[config.mk]
export PLATFORM = sky130hd
export DESIGN_NAME = multicycle_ctrl
export DESIGN_NICKNAME = d
export VERILOG_FILES = /design/src/rtl/riscv_ctrl_pkg.sv /design/src/rtl/imm_decode.sv /design/src/rtl/multicycle_ctrl.sv
export SDC_FILE = /design/constraint.sdc
export NUM_CORES = 1
export LEC_CHECK = 0
export BUFFER_PORTS_ARGS = -buffer_cell sky130_fd_sc_hd__buf_2
export CAP_MARGIN = 20
export CORE_AREA = 2 2 42 44
export CTS_BUF_LIST = sky130_fd_sc_hd__clkbuf_8
export DETAILED_ROUTE_END_ITERATION = 10
export DIE_AREA = 0 0 44 46
export GPL_TIMING_DRIVEN = 1
export PLACE_DENSITY = 0.84
export SLEW_MARGIN = 20
export SYNTH_ARGS = -nofsm -noshare
export SYNTH_HDL_FRONTEND = slang
export SYNTH_SLANG_ARGS = --single-unit
[constraint.sdc]
create_clock -name clk -period 4.9 [get_ports clk]
set_input_delay 0.735 -clock clk [delete_from_list [all_inputs] [get_ports clk]]
set_output_delay 0.735 -clock clk [all_outputs]
set_load 0.03 [all_outputs]
[src/rtl/riscv_ctrl_pkg.sv]
// Shared encodings for the RISC-V control units: FSM states, opcodes,
// immediate-extender selects, ALU-class codes and datapath mux selects.
package riscv_ctrl_pkg;

    // Multicycle controller states; the numeric values are visible on the debug port.
    typedef enum logic [3:0] {
        StFetch    = 4'd0,
        StDecode   = 4'd1,
        StMemAdr   = 4'd2,
        StMemRead  = 4'd3,
        StMemWb    = 4'd4,
        StMemWrite = 4'd5,
        StExecR    = 4'd6,
        StAluWb    = 4'd7,
        StExecI    = 4'd8,
        StJal      = 4'd9,
        StBeq      = 4'd10,
        StFault    = 4'd11
    } ctrl_state_e;

    // Major opcodes (instr[6:0])
    localparam logic [6:0] OpLoad   = 7'b0000011;
    localparam logic [6:0] OpStore  = 7'b0100011;
    localparam logic [6:0] OpRType  = 7'b0110011;
    localparam logic [6:0] OpIType  = 7'b0010011;
    localparam logic [6:0] OpJal    = 7'b1101111;
    localparam logic [6:0] OpBranch = 7'b1100011;

    // Immediate-extender selects
    localparam logic [1:0] ImmI = 2'b00;
    localparam logic [1:0] ImmS = 2'b01;
    localparam logic [1:0] ImmB = 2'b10;
    localparam logic [1:0] ImmJ = 2'b11;

    // ALU class: add for address/PC arithmetic, subtract for compare, funct-decoded otherwise
    localparam logic [1:0] AluOpAdd   = 2'b00;
    localparam logic [1:0] AluOpSub   = 2'b01;
    localparam logic [1:0] AluOpFunct = 2'b10;

    // ALU operand A sources
    localparam logic [1:0] SrcAPc    = 2'b00;
    localparam logic [1:0] SrcAOldPc = 2'b01;
    localparam logic [1:0] SrcARd1   = 2'b10;

    // ALU operand B sources
    localparam logic [1:0] SrcBRd2  = 2'b00;
    localparam logic [1:0] SrcBImm  = 2'b01;
    localparam logic [1:0] SrcBFour = 2'b10;

    // Result mux sources
    localparam logic [1:0] ResAluOut    = 2'b00;
    localparam logic [1:0] ResData      = 2'b01;
    localparam logic [1:0] ResAluResult = 2'b10;

    // States that stall on the memory handshake
    function automatic logic is_wait_state(input ctrl_state_e s);
        return (s == StFetch) || (s == StMemRead) || (s == StMemWrite);
    endfunction

endpackage

[src/rtl/imm_decode.sv]
// Immediate-format select from the major opcode. Purely combinational so the
// single-cycle and multicycle controllers can share it.
module imm_decode
    import riscv_ctrl_pkg::*;
(
    input  logic [6:0] op,
    output logic [1:0] immsrc
);

    // Opcode to immediate format; unknown opcodes fall back to I-type
    always_comb begin
        immsrc = ImmI;
        case (op)
            OpLoad, OpIType: immsrc = ImmI;
            OpStore:         immsrc = ImmS;
            OpBranch:        immsrc = ImmB;
            OpJal:           immsrc = ImmJ;
            default:         immsrc = ImmI;
        endcase
    end

endmodule

[src/rtl/multicycle_ctrl.sv]
// Multicycle RISC-V control FSM with memory-handshake stalls, a wait timeout
// that parks the controller in a sticky FAULT state, and an optional retired
// instruction counter enabled by defining MULTICYCLE_CTRL_RETIRE_CNT_EN.
module multicycle_ctrl
    import riscv_ctrl_pkg::*;
#(
    parameter int unsigned MEM_TIMEOUT = 16
) (
    input  logic        clk,
    input  logic        rst_n,
    input  logic [6:0]  op,
    input  logic        zero,
    input  logic        mem_ready,
    output logic [1:0]  immsrc,
    output logic [1:0]  alusrca,
    output logic [1:0]  alusrcb,
    output logic [1:0]  resultsrc,
    output logic [1:0]  aluop,
    output logic        adrsrc,
    output logic        irwrite,
    output logic        pcwrite,
    output logic        regwrite,
    output logic        memwrite,
    output logic        fault,
    output logic [3:0]  state
`ifdef MULTICYCLE_CTRL_RETIRE_CNT_EN
    ,
    output logic [31:0] retired
`endif
);

    localparam int unsigned CntW = $clog2(MEM_TIMEOUT + 1);

    ctrl_state_e       state_q, state_d;
    logic [CntW-1:0]   wait_cnt_q, wait_cnt_d;
    logic [CntW-1:0]   wait_cnt_inc;
    logic              mem_wait;
    logic              timeout;

    logic              ir_en, pc_update, branch, reg_en, mem_en;

    imm_decode u_imm_decode (
        .op     (op),
        .immsrc (immsrc)
    );

    // State and wait-counter registers
    always_ff @(posedge clk or negedge rst_n) begin
        if (!rst_n) begin
            state_q    <= StFetch;
            wait_cnt_q <= '0;
        end else begin
            state_q    <= state_d;
            wait_cnt_q <= wait_cnt_d;
        end
    end

    // Next state; a ready handshake always wins over an expiring wait count
    always_comb begin
        state_d      = state_q;
        mem_wait     = is_wait_state(state_q) && !mem_ready;
        wait_cnt_inc = wait_cnt_q + 1'b1;
        timeout      = mem_wait && (wait_cnt_inc == CntW'(MEM_TIMEOUT));
        wait_cnt_d   = (mem_wait && !timeout) ? wait_cnt_inc : '0;

        unique case (state_q)
            StFetch:    if (mem_ready) state_d = StDecode;
            StDecode: begin
                case (op)
                    OpLoad, OpStore: state_d = StMemAdr;
                    OpRType:         state_d = StExecR;
                    OpIType:         state_d = StExecI;
                    OpJal:           state_d = StJal;
                    OpBranch:        state_d = StBeq;
                    default:         state_d = StFault;
                endcase
            end
            StMemAdr:   state_d = (op == OpStore) ? StMemWrite : StMemRead;
            StMemRead:  if (mem_ready) state_d = StMemWb;
            StMemWrite: if (mem_ready) state_d = StFetch;
            StExecR,
            StExecI:    state_d = StAluWb;
            StMemWb,
            StAluWb,
            StJal,
            StBeq:      state_d = StFetch;
            StFault:    state_d = StFault;
            default:    state_d = StFault;
        endcase

        if (timeout) begin
            state_d = StFault;
        end
    end

    // Per-state datapath selects and raw strobes; everything else stays 0
    always_comb begin
        alusrca   = SrcAPc;
        alusrcb   = SrcBRd2;
        resultsrc = ResAluOut;
        aluop     = AluOpAdd;
        adrsrc    = 1'b0;
        ir_en     = 1'b0;
        pc_update = 1'b0;
        branch    = 1'b0;
        reg_en    = 1'b0;
        mem_en    = 1'b0;

        unique case (state_q)
            StFetch: begin
                alusrcb   = SrcBFour;
                resultsrc = ResAluResult;
                ir_en     = mem_ready;
                pc_update = mem_ready;
            end
            StDecode: begin
                alusrca = SrcAOldPc;
                alusrcb = SrcBImm;
            end
            StMemAdr: begin
                alusrca = SrcARd1;
                alusrcb = SrcBImm;
            end
            StMemRead: begin
                adrsrc = 1'b1;
            end
            StMemWb: begin
                resultsrc = ResData;
                reg_en    = 1'b1;
            end
            StMemWrite: begin
                adrsrc = 1'b1;
                mem_en = 1'b1;
            end
            StExecR: begin
                alusrca = SrcARd1;
                aluop   = AluOpFunct;
            end
            StExecI: begin
                alusrca = SrcARd1;
                alusrcb = SrcBImm;
                aluop   = AluOpFunct;
            end
            StAluWb: begin
                reg_en = 1'b1;
            end
            StJal: begin
                alusrca   = SrcAOldPc;
                alusrcb   = SrcBFour;
                pc_update = 1'b1;
            end
            StBeq: begin
                alusrca = SrcARd1;
                aluop   = AluOpSub;
                branch  = 1'b1;
            end
            default: ;
        endcase
    end

    // Strobes are gated by reset so FETCH cannot fire while rst_n is held low
    assign irwrite  = ir_en & rst_n;
    assign pcwrite  = (pc_update | (branch & zero)) & rst_n;
    assign regwrite = reg_en & rst_n;
    assign memwrite = mem_en & rst_n;
    assign fault    = (state_q == StFault);
    assign state    = state_q;

`ifdef MULTICYCLE_CTRL_RETIRE_CNT_EN
    logic [31:0] retired_q;
    logic        retire;

    assign retire = (state_d == StFetch) &&
                    (state_q inside {StMemWb, StAluWb, StMemWrite, StJal, StBeq});

    // Retired-instruction count; wraps naturally at 32 bits
    always_ff @(posedge clk or negedge rst_n) begin
        if (!rst_n) begin
            retired_q <= '0;
        end else if (retire) begin
            retired_q <= retired_q + 32'd1;
        end
    end

    assign retired = retired_q;
`endif

endmodule

==> impl_results.md <==
* Outcome: finished clean
* Final min period at 2590 ps
* Die H at 46 um
* Max cap viols at 0
* Post-synth top area cell: dfrtp_1
* Grt ovf at 0
* Cell Count, Final, Fillers Out at 149
* Post-CTS Setup Bufs at 0
* CTS resizes at 0
* Beginning of the critical path: state[3]
* Post-Syn Area at 816 um^2
* Final Cycle Share at 52.8%
* Core Util, Final at 61.1%
* Synth Instances at 106
* Top post-synthesis cells by count: nor2_1, a21oi_1, dfrtp_1, nand2_1, nor3_1
* Worst-skew pair later-pin latency at 230 ps
* Syn-to-layout area delta at 20.9%
* Post-Place Cells at 145
* # IOs at 31
* Vias in the first global route at 702
* Htree depth at 1
* Largest net degree at the start of global routing at 23
* CP Data Arrival Time at 1850 ps
* Hold buffer count at CTS at 0
* Worst slew pin tran at 600 ps
* Yosys reg bits at 9
* DIE AREA at 0.00202 mm^2
* PortBufs at 30
* RSZ-0062 raised after global routing: no
* Most common cell in the netlist: nor2_1
* Sink Count at 9
* CTS buffer count at 3
* Met2 wire length at 875 um
* Area contributors post-synth: dfrtp_1, a21oi_1, nor2_1, xnor2_1, xor2_1
* Max clock buf depth at 2
* Met3 routed WL at 104 um
* Initial Util at 50.5%
* Crit path largest cell delay at 590 ps
* Critical-path cell list: nor4_1, and3_1, a41o_1, buf_2
* Crit end category: output pin
* Pwr per Cell Area at 674 mW/mm^2
* Origin of the critical flop-to-flop path: state[0]
* ANT cells at 0
* Maximum clock rate at 387 MHz
* Avg Inst Size Synth at 7.70 um^2
* Sequential area share after synthesis at 27.6%
* DRT antenna net count at 0
* FP Rows at 15
* Syn. warnings at 0
* Post-DP Area at 941 um^2
* Final TNS setup at 0 ps
* Die W at 44 um
* CTS tree: done
* Synth Flop Type: dfrtp_1
* Pwr Total at 0.664 mW
* Post-Syn Nets at 118
* Critical-path top delay cell: dfrtp_1
* Hold crit path type: input port to async pin
* Clock root buffer: clkbuf_8
* Nets at 145
* Max Slew Vio Count at 0
* CP startpoint kind: flip-flop
* First-pass GRT wire length at 2.84 mm
* Max-slew headroom at 60.0%
* Metal-1 WL at 822 um
* Iter 0 DRT Violations at 15
* Hold Vio Cnt, Final at 0
* Total routed wirelength at 1.80 mm
* Post-synth EDFFs at 0
* # setup viols final at 0
* Gpl congestion at 0.833
* DR top layer: met3
* Reg2reg setup slack at 2840 ps
* Post-DP HPWL at 1.32 mm
* Synth cell types at 39
* Vias per Instance at 5.72
* P_leak at 0.482 nW
* Initial antenna violation count at 0
* Worst Skew at 1.30 ps
* Core Box Area at 0.00161 mm^2
* Layout cells sized above 1 at 26.5%
* Drt pass-1 iters at 4
* Peak supply drop at 0.000333 V
* Clk slew on worst S/H paths at 40 ps
* Worst Setup Path Type: flip-flop to output pin
* Share of flip-flops with an asynchronous set or reset at 100%
* Fin area at 986 um^2
* DRC at 0
* CP required at 4160 ps
* Share of the synthesized area in the top cell type at 27.6%
* Via count of the routed design at 853
* GRT Total Usage at 18.5%
* Max Fanout on Critical Path at 20
* Per-cell routed wire length at 12.1 um
## critical path: cells and delay by family, from the launching register on
kind	cells	cell delay, ps
flip-flops	1	590
AND/OR/NAND/NOR	2	750
AO/OA/AOI/OAI	1	90
buffers and inverters	1	190
## logic make-up (layout without fill, tap and decap cells)
| family | Yosys count | in the layout | share of synthesized area (%) |
|---|---|---|---|
| and+or+nand+nor | 52 | 52 | 35.6 |
| AOI/OAI and AO/OA | 26 | 26 | 20.6 |
| buffers and inverters | 11 | 37 | 7.05 |
| DFF | 9 | 9 | 27.6 |
| xor gates and xnor gates | 6 | 6 | 6.44 |
| adders and majority gates | 1 | 1 | 1.53 |
| muxes | 1 | 1 | 1.23 |
## registers in the layout (all words and copies together) (netlist names)
register / count
state: 4
wait_cnt_q: 5
## per-layer routing
| metal | vias to the layer above | GRT usage, % |
|---|---|---|
| met4 | 0 | 5.45 |
| li1 | 437 | - |
| met2 | 32 | 30.6 |
| met5 | - | 0 |
| met3 | 0 | 3.57 |
| met1 | 384 | 24.3 |
## power by group
part           switching, mW  internal (mW)
Combinational          0.258          0.150
Clock                 0.0266         0.0543
Sequential            0.0798         0.0961
## final cells by class
cell class / instances / area, um^2
clock buffer: 3 / 41.3
clock inverter: 1 / 3.75
fill: 154 / 628
inverter: 3 / 11.3
multi-input combinational: 86 / 533
sequential: 9 / 225
tap: 17 / 21.3
timing repair buffer: 30 / 150
## per-stage QoR
| step | hold WS, ps | setup WS, ps |
|---|---|---|
| after floorplan | 439 | 1540 |
| after global placement | 511 | 2420 |
| after CTS | 368 | 2330 |
| final | 367 | 2310 |
| after detailed placement | 518 | 2370 |
| after global routing | 374 | 2200 |
## final timing paths
path | end | cells after the start
max | pcwrite | 4
min reg2reg | wait_cnt_q[0] | 1
max reg2reg | state[0] | 5
min in group clk | wait_cnt_q[0] | 1
max in group asynchronous | wait_cnt_q[2] | 1
min | state[0] | 1
## cell usage in the layout (no fill, tap or decap), drive strengths merged, types with 2 or more instances in the layout
master,synthesis,routed
buf,4,30
nor2,12,12
a21oi,11,11
dfrtp,9,9
nand2,6,6
nor3,5,5
nand2b,5,5
inv,3,4
nand3,4,4
nor2b,3,3
xor2,3,3
xnor2,3,3
nand3b,3,3
o21ai,3,3
and3,3,3
clkbuf,4,3
nor3b,2,2
and2,2,2
nor4,2,2
o221ai,2,2
o211ai,2,2
(Power assumes the default switching activity.)
